===== config.mk =====
export PLATFORM = sky130hd
export DESIGN_NAME = example_mul_share_arb
export DESIGN_NICKNAME = d
export VERILOG_FILES = /design/src/rtl/example_mul_share_arb.sv
export SDC_FILE = /design/constraint.sdc
export NUM_CORES = 1
export LEC_CHECK = 0
export CORE_UTILIZATION = 56
export DETAILED_ROUTE_END_ITERATION = 10
export PLACE_DENSITY = 0.79
export SYNTH_ARGS = -nofsm -noshare
export SYNTH_HDL_FRONTEND = slang
export SYNTH_SLANG_ARGS = --single-unit

===== constraint.sdc =====
create_clock -name ap_clk -period 5.65 [get_ports ap_clk]
set_input_delay 1.695 -clock ap_clk [delete_from_list [all_inputs] [get_ports ap_clk]]
set_output_delay 1.695 -clock ap_clk [all_outputs]
set_load 0.01 [all_outputs]

===== src/rtl/example_mul_share_arb.sv =====
// Round-robin arbiter sharing one unsigned x signed multiplier among N requesters.
// Granted operands flow through a NUM_STAGE pipeline and return tagged with the requester index.
module example_mul_share_arb #(
    parameter int N         = 4,
    parameter int A_W       = 11,
    parameter int B_W       = 14,
    parameter int P_W       = 21,
    parameter int NUM_STAGE = 2,
    parameter int ID_W      = $clog2(N)
) (
    input  logic               ap_clk,
    input  logic               ap_rst,
    input  logic [N-1:0]       req_valid,
    output logic [N-1:0]       req_ready,
    input  logic [N*A_W-1:0]   req_a,
    input  logic [N*B_W-1:0]   req_b,
    output logic               res_valid,
    input  logic               res_ready,
    output logic [P_W-1:0]     res_p,
    output logic [ID_W-1:0]    res_id,
    output logic               busy
);

    localparam int PROD_W = A_W + B_W + 1;

    logic                     stall;
    logic                     accept;
    logic                     search_hit;
    logic [ID_W-1:0]          search_idx;
    logic [N-1:0]             grant;
    logic [ID_W-1:0]          grant_idx;
    logic [ID_W-1:0]          ptr;
    logic [A_W-1:0]           sel_a;
    logic [B_W-1:0]           sel_b;

    logic [NUM_STAGE-1:0]     vld;
    logic [ID_W-1:0]          id_pipe [NUM_STAGE];
    logic [A_W-1:0]           s1_a;
    logic signed [B_W-1:0]    s1_b;

    logic signed [PROD_W-1:0] op_a_ext;
    logic signed [PROD_W-1:0] op_b_ext;
    logic [P_W-1:0]           mul_p;

    assign res_valid = vld[NUM_STAGE-1];
    assign res_id    = id_pipe[NUM_STAGE-1];
    assign busy      = |vld;
    assign stall     = res_valid & ~res_ready;

    // Search starts one past the last granted index and wraps modulo N.
    always_comb begin
        grant      = '0;
        grant_idx  = '0;
        search_hit = 1'b0;
        search_idx = '0;
        for (int o = 1; o <= N; o++) begin
            search_idx = ID_W'((int'(ptr) + o) % N);
            if (!search_hit && req_valid[search_idx]) begin
                grant[search_idx] = 1'b1;
                grant_idx         = search_idx;
                search_hit        = 1'b1;
            end
        end
    end

    assign req_ready = (ap_rst || stall) ? '0 : grant;
    assign accept    = |req_ready;
    assign sel_a     = req_a[grant_idx*A_W +: A_W];
    assign sel_b     = req_b[grant_idx*B_W +: B_W];

    always_ff @(posedge ap_clk or posedge ap_rst) begin
        if (ap_rst) begin
            ptr  <= ID_W'(N - 1);
            vld  <= '0;
            s1_a <= '0;
            s1_b <= '0;
            for (int k = 0; k < NUM_STAGE; k++) begin
                id_pipe[k] <= '0;
            end
        end else if (!stall) begin
            vld[0] <= accept;
            for (int k = 1; k < NUM_STAGE; k++) begin
                vld[k]     <= vld[k-1];
                id_pipe[k] <= id_pipe[k-1];
            end
            if (accept) begin
                ptr        <= grant_idx;
                s1_a       <= sel_a;
                s1_b       <= sel_b;
                id_pipe[0] <= grant_idx;
            end
        end
    end

    // Zero-extend a to make it a non-negative signed operand; only the low P_W bits are kept.
    assign op_a_ext = PROD_W'($signed({1'b0, s1_a}));
    assign op_b_ext = PROD_W'(s1_b);
    assign mul_p    = P_W'(op_a_ext * op_b_ext);

    if (NUM_STAGE == 1) begin : g_comb_out
        assign res_p = mul_p;
    end else begin : g_reg_out
        logic [P_W-1:0] p_pipe [1:NUM_STAGE-1];

        always_ff @(posedge ap_clk or posedge ap_rst) begin
            if (ap_rst) begin
                for (int k = 1; k < NUM_STAGE; k++) begin
                    p_pipe[k] <= '0;
                end
            end else if (!stall) begin
                p_pipe[1] <= mul_p;
                for (int k = 2; k < NUM_STAGE; k++) begin
                    p_pipe[k] <= p_pipe[k-1];
                end
            end
        end

        assign res_p = p_pipe[NUM_STAGE-1];
    end

endmodule

# Yosys cells after proc, flatten, opt, wreduce, memory -nomap -nowiden

Index checks and enable logic that the tools add are counted.
Widths: inputs -> output; s select.

Flip-flop bits (word level): 54
Output and inout bits: 29
Bits of input ports: 107
Logic and storage cells: 72

Bitwise gates (word level): 6
Multipliers: 3
Reductions and logical operators: 14
Magnitude comparators: 8
Muxes and demuxes: 28
Shift operators: 2
Add/sub/neg operators: 4

Operators by type and width:

| cell                | count |
|---|---|
| $shiftx 56x7->14    | 1 |
| $shiftx 44x7->11    | 1 |
| $mul 12x14->21      | 1 |
| $mux 4              | 5 |
| $lt 2x3->1 const B  | 4 |
| $or 4x4->4          | 3 |
| $mux 1              | 11 |
| $bmux 1 s2          | 4 |
| $demux 1 s2         | 4 |
| $ge 2x1->1 const B  | 4 |
| $mux 2              | 4 |
| $logic_and 1x1->1   | 7 |
| $mul 2x4->6 const B | 1 |
| $mul 2x3->5 const B | 1 |
| $add 2x1->2 const B | 2 |
| $add 2x2->2 const B | 2 |
| $reduce_or 4->1     | 1 |
| $logic_not 1->1     | 3 |
| $not 1->1           | 2 |
| $reduce_and 2->1    | 1 |
| $reduce_or 2->1     | 1 |
| $and 1x1->1         | 1 |
| $logic_or 1x1->1    | 1 |

# Depth between registers and ports, before layout

Depth after elaboration: 16
Depth in mapped cells: 19
Depth with buffers taken out: 18

# Worst setup path after synthesis

OpenSTA, ideal clock, no wires.

Path type: register to register
Start: register s1_b[5]
End: register g_reg_out.p_pipe, in the netlist res_p[18]
Path buffers: 1
Required time: 5.519 ns
Path slack: 0.454 ns
Clock period less this slack: 5.196 ns
Library setup time: 0.131 ns
Arrival: 5.065 ns
Stages on the path, launching flop included: 19
Cells stage by stage: dfrtp_1 -> clkbuf_1 -> nand2_1 -> fa_1 -> inv_1 -> fa_1 -> fa_1 -> fa_1 -> inv_1 -> fa_1 -> inv_1 -> ha_1 -> or2_2 -> a21oi_1 -> a21oi_1 -> a211oi_1 -> nor3b_1 -> o2111a_1 -> or3_1

Word-level cells in the longest chain between the ends: 1

RTL lines:

| item                            | line | source |
|---|---|---|
| from (decl)                     | 39   | `logic signed [B_W-1:0] s1_b;` |
| from (signal assigned)          | 89   | `s1_b <= sel_b;` |
| $mul 12x14->21                  | 98   | `assign mul_p = P_W'(op_a_ext * op_b_ext);` |
| to (signal, indexed assignment) | 113  | `p_pipe[k] <= p_pipe[k-1];` |
| to (decl)                       | 103  | `logic [P_W-1:0] p_pipe [1:NUM_STAGE-1];` |

Every way passes these cells.
A chain may end at the register's enable or synchronous reset.

# Worst setup path in the final report

Start: register s1_b[6]
End: register g_reg_out.p_pipe, in the netlist res_p[17]

Same word-level chain as after synthesis.

==> flow_metrics.py <==
metrics = {
    "timing": {
        "min_period_ps": 5320,
        "setup_viol": 0,
        "skew_ps": 6.65,
        "final_max_slew_viol_count": 0,
        "worst_slew_pin_slew_ps": 647,
        "hold_violations": 0,
        "holdWs_ps": 471,
        "finalCritPeriodShare": 0.942,
        "fmax_ghz": 0.188,
        "relSlewSlack": 0.557,
        "grt_setup_unrepaired": "false",
    },
    "synthesis": {
        "synth_nets": 1198,
        "synth.distinct_cells": 55,
        "ys_async_sr_fraction": 1.00,
        "syn_area_um2": 8220,
        "synth_area_per_cell_um2": 8.90,
        "synth_edf_count": 0,
        "synth-seq-cells": 54,
        "syn_inst": 923,
        "synth_seq_area_share": 0.165,
        "yosysWarnings": 0,
        "synth_flop_cell": "dfrtp_1",
    },
    "critical_path": {
        "r2r_start": "s1_b[6]",
        "cp_num_buf_inv": 4,
        "arrival_ps": 5500,
        "ff2ff_setup_slack_ps": 330,
        "crit_type": "reg2reg",
        "cp-start-kind": "flip-flop",
        "cp_cell_sequence": "nand2_1 -> fa_1 -> fa_1 -> inv_1 -> ha_1 -> fa_1 -> inv_1 -> fa_1 -> inv_1 -> ha_1 -> a21o_1 -> a31o_2 -> a2111oi_0 -> buf_4 -> o31ai_1 -> xnor2_1 -> o21ai_0",
        "critPathLaunch": "s1_b[6]",
        "r2r-end": "res_p[17]",
        "cpMaxStageDelayCell": "dfrtp_1",
        "critPathRequiredTime_ps": 5820,
        "cpLargestDelayFamily": "adder cells",
        "path_common_cell": "fa_1",
        "endpoint": "res_p[17]",
        "worstPathMaxFanout": 12,
        "reg2regPathDepth": 17,
        "worst-path-stages": 17,
        "cp-end-kind": "flip-flop",
        "max_stage_delay_ps": 640,
    },
    "cells_and_area": {
        "syn_to_final_growth_pct": 21.7,
        "layout_common_cells": "inv_1, nand2_1, clkdlybuf4s50_1",
        "multi_input_area_um2": 5980,
        "n_antenna_cell": 0,
        "nFillCells": 1136,
        "finalNetCount": 1328,
        "mostFrequentLayoutCell": "inv_1",
        "register_area_um2": 1350,
        "post-route-util": 0.709,
        "layout-drive-gt1-share": 0.0825,
    },
    "placed_design": {
        "routabilityCongestion": 0.861,
        "port_buffers": 135,
        "dp_hpwl_mm": 15.0,
    },
    "status": {
        "status": "finished, final reports clean",
    },
    "cts": {
        "cts.clk_slew.worst_paths_ps": 70,
        "cts_tree": "yes",
        "clk_latency_ps": 300,
        "h-tree-depth": 2,
        "ctsHoldBuffers": 0,
        "cts_inserted_buffers": 5,
        "clockBufferDepth": 2,
        "root_buffer": "clkbuf_16",
        "clock-sinks": 54,
    },
    "die": {
        "start_util": 0.583,
        "core_area_um2": 14100,
        "die_area_um2": 15200,
        "dieWidth_um": 123,
        "ios": 136,
        "num_rows": 43,
        "dieHeight_um": 123,
    },
    "global_route": {
        "gr-total-overflow": 0,
        "antenna_found_initial": 0,
        "grtUsageTotal": 0.264,
        "grt_pass1_vias": 6674,
        "grt_start_max_net_pins": 55,
        "grt_pass1_wl_mm": 31.1,
    },
    "route": {
        "drtPass1Iterations": 4,
        "vias": 6491,
        "drc_errors": 0,
        "drt-total-wl_mm": 18.0,
        "routed_via_density": 5.26,
        "antenna_left": 0,
        "first_iter_violations": 333,
        "wl_per_cell_um": 14.6,
    },
    "min_path": {
        "min-delay-path-class": "reg2reg",
    },
    "run": {
        "maxCapViolCount": 0,
    },
}
==> synth_stat cells, types with 3 or more instances <==
cell	number	share of area
a211oi_1	5	0.0046
a21o_1	3	0.0027
a21oi_1	22	0.013
a22oi_1	4	0.0037
and2_1	58	0.044
and3_1	4	0.0030
buf_4	9	0.0082
buf_6	3	0.0041
clkbuf_1	30	0.014
dfrtp_1	52	0.16
fa_1	115	0.28
ha_1	53	0.081
inv_1	177	0.081
mux2_2	25	0.034
mux2i_1	51	0.062
mux4_2	4	0.011
nand2_1	164	0.075
nand2b_1	3	0.0023
nand3_1	4	0.0024
nor2_1	22	0.010
nor3_1	3	0.0018
o211ai_1	4	0.0037
o21ai_0	13	0.0079
o21ai_1	26	0.016
o21bai_1	3	0.0027
o31ai_1	3	0.0027
or2_2	3	0.0023
or3_1	5	0.0038
xnor2_1	16	0.017
xor2_1	7	0.0075
==> layout make-up <==
class	count	share of cell area
tap	180	0.0225
multi-input combinational	645	0.598
clock inverter	2	0.00138
inverter	177	0.0665
timing repair buffer	170	0.163
sequential	54	0.135
clock buffer	6	0.0129
==> worst reg2reg max path, cell delays in order (launching register included) <==
cell and delay, ps:
dfrtp_1 640, nand2_1 150, fa_1 530, fa_1 550
inv_1 50, ha_1 280, fa_1 490, inv_1 60
fa_1 530, inv_1 40, ha_1 340, a21o_1 180
a31o_2 230, a2111oi_0 600, buf_4 230, o31ai_1 90
xnor2_1 140, o21ai_0 80
==> metal layers <==
metal,share of wire,wire length [um],GRT usage
met1,0.43,7730,0.336
met2,0.49,8870,0.463
met3,0.061,1090,0.0484
met4,0.018,328,0.0700
met5,0,0,0
==> sequential cells by signal, indices dropped and copies added, names as in the netlist <==
| signal | count |
|---|---|
| res_id | 2 |
| id_pipe | 2 |
| s1_a | 11 |
| vld | 2 |
| ptr | 2 |
| s1_b | 14 |
| res_p | 21 |
==> kinds of logic (layout without fill, tap and decap cells) <==
kind of cell | Yosys count | in the layout | share of synthesized area
compound gates | 98 | 98 | 0.0758
xor+xnor | 23 | 23 | 0.0245
fa+ha+maj | 168 | 168 | 0.361
buf+inv | 224 | 355 | 0.110
flops | 54 | 54 | 0.165
mux | 81 | 81 | 0.109
simple gates | 275 | 275 | 0.155
==> how the worst min path moves through the flow <==
stage          startpoint   endpoint  slack [ps]  depth (start not counted)
2_1_floorplan   res_id[1]  res_id[1]         440                          2
3_3_place_gp     res_p[4]   res_p[4]         460                          2
3_5_place_dp     res_p[1]   res_p[1]         460                          2
5_1_grt        id_pipe[3]  res_id[1]         500                          2
6_report       id_pipe[3]  res_id[1]         470                          2
4_1_cts        id_pipe[3]  res_id[1]         480                          2
==> metrics by stage <==
| step | std cells | setup TNS (ps) | cell area, um^2 | setup WS, ps |
|---|---|---|---|---|
| 3_5_place_dp | 1222 | -413 | 9810 | -159 |
| 5_1_grt | 1234 | 0 | 10000 | 31.7 |
| 2_1_floorplan | 923 | 0 | 8220 | 454 |
| 6_report | 1234 | 0 | 10000 | 330 |
| 3_3_place_gp | 1222 | -231 | 9810 | -125 |
| 4_1_cts | 1234 | 0 | 9980 | 19.7 |
==> timing repair <==
action                                  CTS  global route
setup buffers                             4             0
gates cloned                              0             0
pin swaps                                 2             1
endpoints found under the setup margin    4             3
gates resized for setup                   4             5
Power is left out: the tool's default activity adds up to more than one toggle a clock period on the data nets, which glitch-free logic cannot reach.
